==> config.mk <==
export PLATFORM = sky130hd
export DESIGN_NAME = spi_slave_rx_flat
export DESIGN_NICKNAME = d
export VERILOG_FILES = /design/src/rtl/spi_slave_rx_pkg.sv /design/src/rtl/spi_slave_rx_if.sv /design/src/rtl/spi_slave_rx_sync.sv /design/src/rtl/spi_slave_rx.sv /design/src/flat_wrapper.sv
export SDC_FILE = /design/constraint.sdc
export NUM_CORES = 1
export LEC_CHECK = 0
export ABC_AREA = 1
export CAP_MARGIN = 20
export CORE_ASPECT_RATIO = 0.9
export CORE_UTILIZATION = 29
export DETAILED_ROUTE_END_ITERATION = 12
export GPL_TIMING_DRIVEN = 0
export PLACE_DENSITY_LB_ADDON = 0.25
export SLEW_MARGIN = 10
export SYNTH_ARGS = -nofsm -noshare
export SYNTH_HDL_FRONTEND = slang
export SYNTH_SLANG_ARGS = --single-unit
==> constraint.sdc <==
create_clock -name sclk -period 2.1 [get_ports sclk]
set_input_delay 0.315 -clock sclk [delete_from_list [all_inputs] [get_ports sclk]]
set_output_delay 0.315 -clock sclk [all_outputs]
set_load 0.05 [all_outputs]
==> src/rtl/spi_slave_rx_pkg.sv <==
// Shared defaults and types for the SPI slave receiver.
// Holds word geometry, synchronizer reset levels and the receiver state encoding.
package spi_slave_rx_pkg;

  localparam int unsigned DataWDef      = 16;
  localparam int unsigned NumWordsDef   = 32;
  localparam int unsigned IdxWDef       = 5;
  localparam int unsigned SyncStagesDef = 2;

  localparam logic SpiClkIdle = 1'b0;
  localparam logic SyncRstClk = SpiClkIdle;
  localparam logic SyncRstCsn = 1'b1;
  localparam logic SyncRstSdi = 1'b0;

  typedef enum logic [0:0] {
    StIdle,
    StShift
  } rx_state_e;

endpackage

==> src/rtl/spi_slave_rx_if.sv <==
// SPI pins plus the received-word side of the SPI slave receiver.
// The master modport drives the SPI lines and observes the receiver outputs.
interface spi_slave_rx_if
  import spi_slave_rx_pkg::*;
#(
  parameter int unsigned DATA_W = DataWDef,
  parameter int unsigned IDX_W  = IdxWDef
);
  logic              spi_clk;
  logic              spi_csn;
  logic              spi_sdi;
  logic              spi_sdo;
  logic [DATA_W-1:0] rx_data;
  logic              rx_valid;
  logic [IDX_W-1:0]  rx_index;
  logic              rx_done;
  logic              frame_err;

  modport master (
    output spi_clk, spi_csn, spi_sdi,
    input  spi_sdo, rx_data, rx_valid, rx_index, rx_done, frame_err
  );

  modport slave (
    input  spi_clk, spi_csn, spi_sdi,
    output spi_sdo, rx_data, rx_valid, rx_index, rx_done, frame_err
  );
endinterface

==> src/rtl/spi_slave_rx_sync.sv <==
// Multi-flop synchronizer for one asynchronous input, with a selectable reset level.
module spi_slave_rx_sync #(
  parameter int unsigned Stages = 2,
  parameter logic        RstVal = 1'b0
) (
  input  logic clk_i,
  input  logic rst_i,
  input  logic d_i,
  output logic q_o
);
  logic [Stages-1:0] sync_q;

  always_ff @(posedge clk_i or posedge rst_i) begin
    if (rst_i) begin
      sync_q <= {Stages{RstVal}};
    end else begin
      sync_q <= {sync_q[Stages-2:0], d_i};
    end
  end

  assign q_o = sync_q[Stages-1];
endmodule

==> src/rtl/spi_slave_rx.sv <==
// SPI slave receiver: reassembles MSB-first words, indexes them within the configuration
// table, flags aborted frames and echoes the previous word on spi_sdo.
module spi_slave_rx
  import spi_slave_rx_pkg::*;
#(
  parameter int unsigned DATA_W      = DataWDef,
  parameter int unsigned NUM_WORDS   = NumWordsDef,
  parameter int unsigned IDX_W       = IdxWDef,
  parameter int unsigned SYNC_STAGES = SyncStagesDef
) (
  input  logic         sclk,
  input  logic         rst,
  spi_slave_rx_if.slave bus
);
  localparam int unsigned BitW   = $clog2(DATA_W);
  localparam int unsigned FlushW = $clog2(SYNC_STAGES + 1);

  logic clk_s, csn_s, sdi_s;
  logic clk_q, csn_q;
  logic clk_rise, clk_fall, csn_fall, csn_rise, flush_done;

  rx_state_e         state_q, state_d;
  logic [DATA_W-1:0] shift_q, shift_d;
  logic [BitW-1:0]   bit_cnt_q, bit_cnt_d;
  logic [IDX_W-1:0]  word_cnt_q, word_cnt_d;
  logic [DATA_W-1:0] rx_data_q, rx_data_d;
  logic              rx_valid_q, rx_valid_d;
  logic [IDX_W-1:0]  rx_index_q, rx_index_d;
  logic              rx_done_q, rx_done_d;
  logic              frame_err_q, frame_err_d;
  logic [DATA_W-1:0] echo_q, echo_d;
  logic              sdo_q, sdo_d;
  logic [FlushW-1:0] flush_q, flush_d;
  logic              armed_q, armed_d;

  spi_slave_rx_sync #(.Stages(SYNC_STAGES), .RstVal(SyncRstClk)) u_sync_clk (
    .clk_i(sclk), .rst_i(rst), .d_i(bus.spi_clk), .q_o(clk_s)
  );
  spi_slave_rx_sync #(.Stages(SYNC_STAGES), .RstVal(SyncRstCsn)) u_sync_csn (
    .clk_i(sclk), .rst_i(rst), .d_i(bus.spi_csn), .q_o(csn_s)
  );
  spi_slave_rx_sync #(.Stages(SYNC_STAGES), .RstVal(SyncRstSdi)) u_sync_sdi (
    .clk_i(sclk), .rst_i(rst), .d_i(bus.spi_sdi), .q_o(sdi_s)
  );

  assign clk_rise   = clk_s & ~clk_q;
  assign clk_fall   = ~clk_s & clk_q;
  assign csn_fall   = ~csn_s & csn_q;
  assign csn_rise   = csn_s & ~csn_q;
  assign flush_done = (flush_q == FlushW'(SYNC_STAGES));

  always_comb begin
    state_d     = state_q;
    shift_d     = shift_q;
    bit_cnt_d   = bit_cnt_q;
    word_cnt_d  = word_cnt_q;
    rx_data_d   = rx_data_q;
    rx_valid_d  = 1'b0;
    rx_index_d  = rx_index_q;
    rx_done_d   = rx_done_q;
    frame_err_d = 1'b0;
    echo_d      = echo_q;
    sdo_d       = sdo_q;
    flush_d     = flush_done ? flush_q : flush_q + FlushW'(1);
    // A frame already running when reset lifts is ignored until csn is seen high.
    armed_d     = armed_q | (flush_done & csn_s);

    unique case (state_q)
      StIdle: begin
        bit_cnt_d = '0;
        sdo_d     = 1'b0;
        if (armed_q && csn_fall) begin
          state_d = StShift;
          shift_d = '0;
          sdo_d   = rx_data_q[DATA_W-1];
          echo_d  = {rx_data_q[DATA_W-2:0], 1'b0};
        end
      end
      StShift: begin
        if (clk_fall) begin
          sdo_d  = echo_q[DATA_W-1];
          echo_d = {echo_q[DATA_W-2:0], 1'b0};
        end
        if (clk_rise) begin
          shift_d = {shift_q[DATA_W-2:0], sdi_s};
          if (bit_cnt_q == BitW'(DATA_W - 1)) begin
            rx_data_d  = shift_d;
            rx_valid_d = 1'b1;
            rx_index_d = word_cnt_q;
            echo_d     = shift_d;
            bit_cnt_d  = '0;
            if (word_cnt_q == IDX_W'(NUM_WORDS - 1)) begin
              word_cnt_d = '0;
              rx_done_d  = 1'b1;
            end else begin
              word_cnt_d = word_cnt_q + IDX_W'(1);
            end
          end else begin
            bit_cnt_d = bit_cnt_q + BitW'(1);
          end
        end
        // A word completing in the same cycle leaves bit_cnt_d at zero, so no error.
        if (csn_rise) begin
          state_d     = StIdle;
          frame_err_d = (bit_cnt_d != '0);
          bit_cnt_d   = '0;
          shift_d     = '0;
          sdo_d       = 1'b0;
        end
      end
      default: state_d = StIdle;
    endcase
  end

  always_ff @(posedge sclk or posedge rst) begin
    if (rst) begin
      clk_q       <= SyncRstClk;
      csn_q       <= SyncRstCsn;
      state_q     <= StIdle;
      shift_q     <= '0;
      bit_cnt_q   <= '0;
      word_cnt_q  <= '0;
      rx_data_q   <= '0;
      rx_valid_q  <= 1'b0;
      rx_index_q  <= '0;
      rx_done_q   <= 1'b0;
      frame_err_q <= 1'b0;
      echo_q      <= '0;
      sdo_q       <= 1'b0;
      flush_q     <= '0;
      armed_q     <= 1'b0;
    end else begin
      clk_q       <= clk_s;
      csn_q       <= csn_s;
      state_q     <= state_d;
      shift_q     <= shift_d;
      bit_cnt_q   <= bit_cnt_d;
      word_cnt_q  <= word_cnt_d;
      rx_data_q   <= rx_data_d;
      rx_valid_q  <= rx_valid_d;
      rx_index_q  <= rx_index_d;
      rx_done_q   <= rx_done_d;
      frame_err_q <= frame_err_d;
      echo_q      <= echo_d;
      sdo_q       <= sdo_d;
      flush_q     <= flush_d;
      armed_q     <= armed_d;
    end
  end

  assign bus.spi_sdo   = sdo_q;
  assign bus.rx_data   = rx_data_q;
  assign bus.rx_valid  = rx_valid_q;
  assign bus.rx_index  = rx_index_q;
  assign bus.rx_done   = rx_done_q;
  assign bus.frame_err = frame_err_q;
endmodule

==> src/flat_wrapper.sv <==
// flat-port wrapper written by rule: the top's interface ports become plain ports
module spi_slave_rx_flat import spi_slave_rx_pkg::*;
#(
  parameter int unsigned DATA_W      = DataWDef,
  parameter int unsigned NUM_WORDS   = NumWordsDef,
  parameter int unsigned IDX_W       = IdxWDef,
  parameter int unsigned SYNC_STAGES = SyncStagesDef
)
  (sclk, rst, bus_spi_clk, bus_spi_csn, bus_spi_sdi, bus_spi_sdo, bus_rx_data, bus_rx_valid, bus_rx_index, bus_rx_done, bus_frame_err);
  spi_slave_rx_if #(.DATA_W(DATA_W), .IDX_W(IDX_W)) bus_i ();
  input  logic sclk;
  input  logic rst;
  input wire logic [$bits(bus_i.spi_clk)-1:0] bus_spi_clk;
  input wire logic [$bits(bus_i.spi_csn)-1:0] bus_spi_csn;
  input wire logic [$bits(bus_i.spi_sdi)-1:0] bus_spi_sdi;
  output wire logic [$bits(bus_i.spi_sdo)-1:0] bus_spi_sdo;
  output wire logic [$bits(bus_i.rx_data)-1:0] bus_rx_data;
  output wire logic [$bits(bus_i.rx_valid)-1:0] bus_rx_valid;
  output wire logic [$bits(bus_i.rx_index)-1:0] bus_rx_index;
  output wire logic [$bits(bus_i.rx_done)-1:0] bus_rx_done;
  output wire logic [$bits(bus_i.frame_err)-1:0] bus_frame_err;
  assign bus_i.spi_clk = bus_spi_clk;
  assign bus_i.spi_csn = bus_spi_csn;
  assign bus_i.spi_sdi = bus_spi_sdi;
  assign bus_spi_sdo = bus_i.spi_sdo;
  assign bus_rx_data = bus_i.rx_data;
  assign bus_rx_valid = bus_i.rx_valid;
  assign bus_rx_index = bus_i.rx_index;
  assign bus_rx_done = bus_i.rx_done;
  assign bus_frame_err = bus_i.frame_err;
  spi_slave_rx #(.DATA_W(DATA_W), .NUM_WORDS(NUM_WORDS), .IDX_W(IDX_W), .SYNC_STAGES(SYNC_STAGES)) u_core (.sclk(sclk), .rst(rst), .bus(bus_i));
endmodule
After elaboration in Yosys (flattened, before gate mapping)
Cells that the tools add are included.

cells by class
  $add $sub $neg = 3
  eq/ne operators = 6
  mux-type cells = 27
  bitwise logic cells = 11
  reductions and logical operators = 5

operators by type and width
  operator                                                count
  2-to-1 mux 16 bit                                       4
  2-to-1 mux 15 bit                                       3
  one-hot mux 16 bit (2 select lines)                     1
  one-hot mux 15 bit (2 select lines)                     1
  2-to-1 mux 4 bit                                        4
  2-to-1 mux 1 bit                                        10
  one-hot mux 4 bit (2 select lines)                      1
  inequality test 3 x 1 -> 1 bit (second input constant)  2
  adder 5 x 1 -> 5 bit (second input constant)            1
  AND 1 bit                                               5
  == test 5 bit (second input constant)                   1
  2-to-1 mux 5 bit                                        1
  NOT 1 bit                                               5
  adder 4 x 1 -> 4 bit (second input constant)            1
  == test 4 bit (second input constant)                   1
  one-hot mux 1 bit (2 select lines)                      2
  AND reduction 4 bit                                     1
  nonzero test 4 bit                                      1
  AND reduction 3 bit                                     1
  adder 2 x 1 -> 2 bit (second input constant)            1
  == test 2 bit (second input constant)                   1
  inequality test 2 x 1 -> 1 bit (second input constant)  1
  AND reduction 2 bit                                     1
  logical AND 1 bit                                       1
  bitwise OR 1 bit                                        1

storage, ports and cells
  flip-flop bits (word level) = 77
  bits of input ports = 5
  output and inout port bits = 25

Longest topological paths before layout
  word-level depth = 7
  gate-level depth with buffers = 8
  depth with buffers taken out = 7

Hierarchy
Synthesis repeated with hierarchy kept, for this count alone.

unflattened totals
  cells, all modules = 392
  area, all modules = 3378.2 µm²

modules (own cells, without submodules)
  module                                      instances  cells each  area each (µm²)
  spi_slave_rx                                1          383         3214.3
  spi_slave_rx_sync at u_core.u_sync_clk ...  2          3           53.8
  spi_slave_rx_sync at u_core.u_sync_csn      1          3           56.3

Worst setup path after synthesis
Ideal clock, no wire load.

  path kind = flip-flop to flip-flop
  from = register u_core.u_sync_csn.sync_q[1]
  to = register u_core.shift_q[2]
  library setup time = 117 ps
  arrival time = 1336 ps
  data required time = 1983 ps
  path slack = 647 ps
  cell stages (with the launch flop) = 9
  path buffers = 1
  path through = dfstp_2 -> inv_1 -> nor2_1 -> nor2_8 -> inv_4 -> o21ai_4 -> buf_6 -> nand2_1 -> o21ai_2

between the ends
  word-level cells in the longest chain between the ends = 5

ends and longest elaborated chain
  element                                          line                     source
  start, declared                                  spi_slave_rx_sync.sv:11  logic [Stages-1:0] sync_q;
  start signal, assigned                           spi_slave_rx_sync.sv:15  sync_q <= {Stages{RstVal}};
  start signal, assigned                           spi_slave_rx_sync.sv:17  sync_q <= {sync_q[Stages-2:0], d_i};
  NOT 1 bit                                        spi_slave_rx.sv:48       assign csn_fall = ~csn_s & csn_q;
  AND 1 bit                                        spi_slave_rx.sv:48
  logical AND 1 bit                                spi_slave_rx.sv:72       if (armed_q && csn_fall) begin
  inequality test 2 x 1 -> 1 bit (no source line)  --
  AND reduction 2 bit (no source line)             --
  end signal, assigned                             spi_slave_rx.sv:136      shift_q <= shift_d;
  end, declared                                    spi_slave_rx.sv:23       logic [DATA_W-1:0] shift_q, shift_d;

Several ways; a longest one is shown, not always the timed one.
A chain may end at the register's enable or synchronous reset.

Worst setup path in the final report
  from = register u_core.rx_data_q[8], in the netlist u_core.bus.rx_data[8]
  to = output port bus_rx_data[8]

RTL lines
  element                 line                 source
  start, declared         spi_slave_rx.sv:26   logic [DATA_W-1:0] rx_data_q, rx_data_d;
  start signal, assigned  spi_slave_rx.sv:139  rx_data_q <= rx_data_d;
  end, declared           flat_wrapper.sv:17   output wire logic [$bits(bus_i.rx_data)-1:0] bus_rx_data;

No word-level cell between the ends.

==> run summary <==
For this configuration, the core starts out at a cell density of 30.13%. In this run, the combinational gates consume 9.4% of the power. Maximum achievable frequency: 535.1 MHz. The tool flagged a number of max-cap violations equal to 0. The clock network accounts for 46.6% of the total power. Counting cells, the worst reg-to-reg path comes to 7. The detail route stage leaves a number of antenna-violating nets equal to 0. TritonCTS built the clock tree. Traced cell by cell, the critical path runs through clkdlybuf4s50_1. The analysis attributes to net switching a power of 0.8527 mW. The clock buffer count from CTS is 9, and the width of the die is 117.6 microns. The initialized floorplan defines 37 standard-cell rows.

The run gives 2,646 as the number of global-route vias before repair. The H-tree was split into 3 levels. In this run the cell area measured after placement is 0.004016 sq mm. The clock slew at the register clock pins of the worst setup and hold paths came out at 0.06 ns. The run finished with clean final reports. Sequential cells account for 44.0% of the total power. The clock net in this run drives a total of 77 sinks. 0 antenna diodes ended up in the layout. For the final database, setup skew stands at 0.01498 ns. A synthesized cell averages 8.987 sq um. In this run the power density over the cells is 809.9 mW/mm^2.

The final clock period utilization by the worst path is 88.98%. The die boundary height came out at 106.0 microns. The transition at the pin with the smallest max-transition slack was 0.5481 ns; the area growth from synthesis to final layout was 24.08%.

Global routing used 14.30% of the available tracks across all layers. The maximum number of pins on one net before global-route repair came out at 31. Biggest fanout along the worst timing path: 3. For this design the top-level I/O count stands at 30. In the final design database the tool counted 439 nets.

The number of failing hold endpoints at the final stage was 0; the final critical delay including setup and external delays was 1.869 ns. In this run switching power makes up 24.33% of total power. The normalized max-slew margin is 63.38%, and the count of buffers added by post-CTS timing repair for setup is 0. Synthesized flop and latch total: 77. The cell depth of the worst hold path was 0; the post-synthesis cell count was 388. The first global-routing pass estimated 13,850 microns of wire. Clock latency on the worst-skew pair, taken at its later pin, is 0.34 ns. CTS placed an instance of sky130_fd_sc_hd__clkbuf_16 at the clock tree root. The detailed-route wire length came out at 8156 microns.

The number of nets handed over by synthesis was 397. The run gives 156 as the DRC marker count from the first detailed-route iteration. STA classifies the critical path startpoint as a flip-flop. Logic depth of the worst path, buffers included: 1. The tools report the die area as 0.01247 sq mm. The tools report the kind of capture point of the worst setup path as an output pin. In the routed design, unresolved DRC markers number 0. Number of hold buffers added after CTS: 0. The internal power of the cells totals 2.652 mW. For the total number of yosys warnings, the log shows 0. Setup violations remaining at the end of the flow were counted as 0. The tools report the largest vdd supply drop as 0.4541 mV. The worst setup path is of the reg -> out kind. The number of antenna violations at the first check in global routing was 0; the mapped cell area was 0.003487 sq mm. Routed via count divided by cell count: 4.633.

At the end of routability-driven placement, the weighted congestion stood at 0.7714. In the final layout, the share of cells above drive strength 1 is 14.02%. Setup repair after global routing left no endpoint under its margin.

In the layout the commonest cells are 153 x sky130_fd_sc_hd__nand2_1, 74 x sky130_fd_sc_hd__dfrtp_1, 29 x sky130_fd_sc_hd__nand4_1, 29 x sky130_fd_sc_hd__clkdlybuf4s50_1, 23 x sky130_fd_sc_hd__nand3_1. After legalization and detailed placement, the total HPWL measured 5852 microns. The number of pins with negative max-slew slack in the final report was 0. In this run the deepest clock path goes through 2 buffers.

STA puts the critical path data arrival time at 1.55 ns. For this run, the register share of the synthesized area comes to 55.36%. The tools report the smallest hold slack as 0.3544 ns. The finished cells cover 0.004327 sq mm. The number of buffer and inverter instances along the worst setup path came out at 1. The tightest min-delay check is of the reg -> reg type. In this run, distinct cell masters in the synthesized netlist total 26. The core region area came out at 0.01157 sq mm. The family of cells with the greatest summed delay on the critical path is buffers and inverters. Most common cell after layout, fill and taps aside: sky130_fd_sc_hd__nand2_1.

During placement, the flow inserted port buffers numbering 29. The first detailed-routing pass took 4 iterations. The run gives 1.78 ns as the critical path data required time.

For this block, the via count after detailed routing is 2,738. After detailed routing, the average wire length per cell comes to 13.80 microns. The peak per-stage delay on the critical path works out to 0.83 ns. For this design, the slowest cell found on the critical path is sky130_fd_sc_hd__clkdlybuf4s50_1.

The total leakage power was 2.075 nW. Post-CTS repair changed the size of 0 cells. Summed over all layers, the global routing overflow is 0.
-- power by group through the flow --
stage                     Clock (mW)  Sequential, mW  Combinational (mW)
final                           1.63            1.54               0.328
after floorplan                    0            1.57               0.224
after global routing            1.74            1.55               0.363
after global placement             0            1.57               0.318
after detailed placement           0            1.57               0.330
after CTS                       1.68            1.54               0.331
-- synthesized netlist by cell type --
cell / number / area, sq um
sky130_fd_sc_hd__a21oi_1: 6 / 30.03
sky130_fd_sc_hd__buf_2: 4 / 20.02
sky130_fd_sc_hd__buf_4: 5 / 37.54
sky130_fd_sc_hd__buf_6: 5 / 56.30
sky130_fd_sc_hd__clkbuf_1: 6 / 22.52
sky130_fd_sc_hd__dfrtp_1: 74 / 1852
sky130_fd_sc_hd__dfstp_2: 3 / 78.83
sky130_fd_sc_hd__ha_1: 4 / 50.05
sky130_fd_sc_hd__inv_1: 20 / 75.07
sky130_fd_sc_hd__inv_2: 2 / 7.510
sky130_fd_sc_hd__inv_4: 2 / 12.51
sky130_fd_sc_hd__nand2_1: 153 / 574.3
sky130_fd_sc_hd__nand3_1: 23 / 115.1
sky130_fd_sc_hd__nand3_2: 1 / 10.01
sky130_fd_sc_hd__nand3b_1: 1 / 7.510
sky130_fd_sc_hd__nand4_1: 29 / 181.4
sky130_fd_sc_hd__nor2_1: 11 / 41.29
sky130_fd_sc_hd__nor2_2: 1 / 6.260
sky130_fd_sc_hd__nor2_8: 2 / 40.04
sky130_fd_sc_hd__nor3_1: 1 / 5.000
sky130_fd_sc_hd__o21ai_0: 14 / 70.07
sky130_fd_sc_hd__o21ai_2: 17 / 148.9
sky130_fd_sc_hd__o21ai_4: 1 / 16.27
sky130_fd_sc_hd__o21bai_2: 1 / 11.26
sky130_fd_sc_hd__xnor2_1: 1 / 8.760
sky130_fd_sc_hd__xor2_1: 1 / 8.760
-- sequential cells by signal, summed over array words and instances (netlist names), 4 cells and up --
register             count
u_core.bus.rx_index      5
u_core.bit_cnt_q         4
u_core.shift_q          15
u_core.echo_q           16
u_core.word_cnt_q        5
u_core.bus.rx_data      16
-- cells by family after synthesis --
group | Yosys count | share of synthesized area (%)
flip-flops | 77 | 55.36
XOR/XNOR | 2 | 0.5024
AO/OA/AOI/OAI | 39 | 7.930
buffers and inverters | 44 | 6.638
AND/OR/NAND/NOR | 222 | 28.13
adder cells (fa/ha/maj) | 4 | 1.435
-- layer usage --
| layer | track usage [%] | up-vias | part of all wire (%) |
|---|---|---|---|
| met5 | 0 | - | 0 |
| met4 | 3.846 | 0 | 0.67 |
| met3 | 3.970 | 5 | 4.6 |
| met2 | 21.94 | 58 | 45 |
| met1 | 19.75 | 1318 | 50 |
| li1 | - | 1357 | - |
-- through the flow --
stage	util, %	setup TNS [ns]	power (mW)	setup slack (ns)	std cells
2_1_floorplan	-	0	1.797	0.6469	388
3_3_place_gp	34.36	-4.268	1.887	-0.06267	573
3_5_place_dp	34.70	0	1.899	0.4318	575
4_1_cts	37.38	0	3.552	0.2008	591
5_1_grt	37.38	0	3.650	0.1817	591
6_report	37.38	0	3.504	0.2313	591
-- final timing paths --
kind / startpoint / endpoint / slack (ns)
setup / recovery: u_core.bus.rx_data[8] / bus_rx_data[8] / 0.23
hold / removal: u_core.u_sync_csn.sync_q[0] / u_core.u_sync_csn.sync_q[1] / 0.35
min in group asynchronous: rst / u_core.bus.rx_data[13] / 0.38
hold reg to reg: u_core.u_sync_csn.sync_q[0] / u_core.u_sync_csn.sync_q[1] / 0.35
max in group asynchronous: rst / u_core.shift_q[12] / 0.99
setup reg to reg: u_core.u_sync_csn.sync_q[1] / u_core.echo_q[7] / 0.43
-- layout make-up --
| class | count | area (sq um) |
|---|---|---|
| fill | 1183 | 7247 |
| sequential | 77 | 1931 |
| multi-input combinational | 267 | 1325 |
| timing repair buffer | 31 | 330.3 |
| clock buffer | 11 | 232.7 |
| tap | 156 | 195.2 |
| buffer | 20 | 136.4 |
| inverter | 24 | 98.84 |
| clock inverter | 5 | 77.57 |
Power figures use the tool's default switching activity.
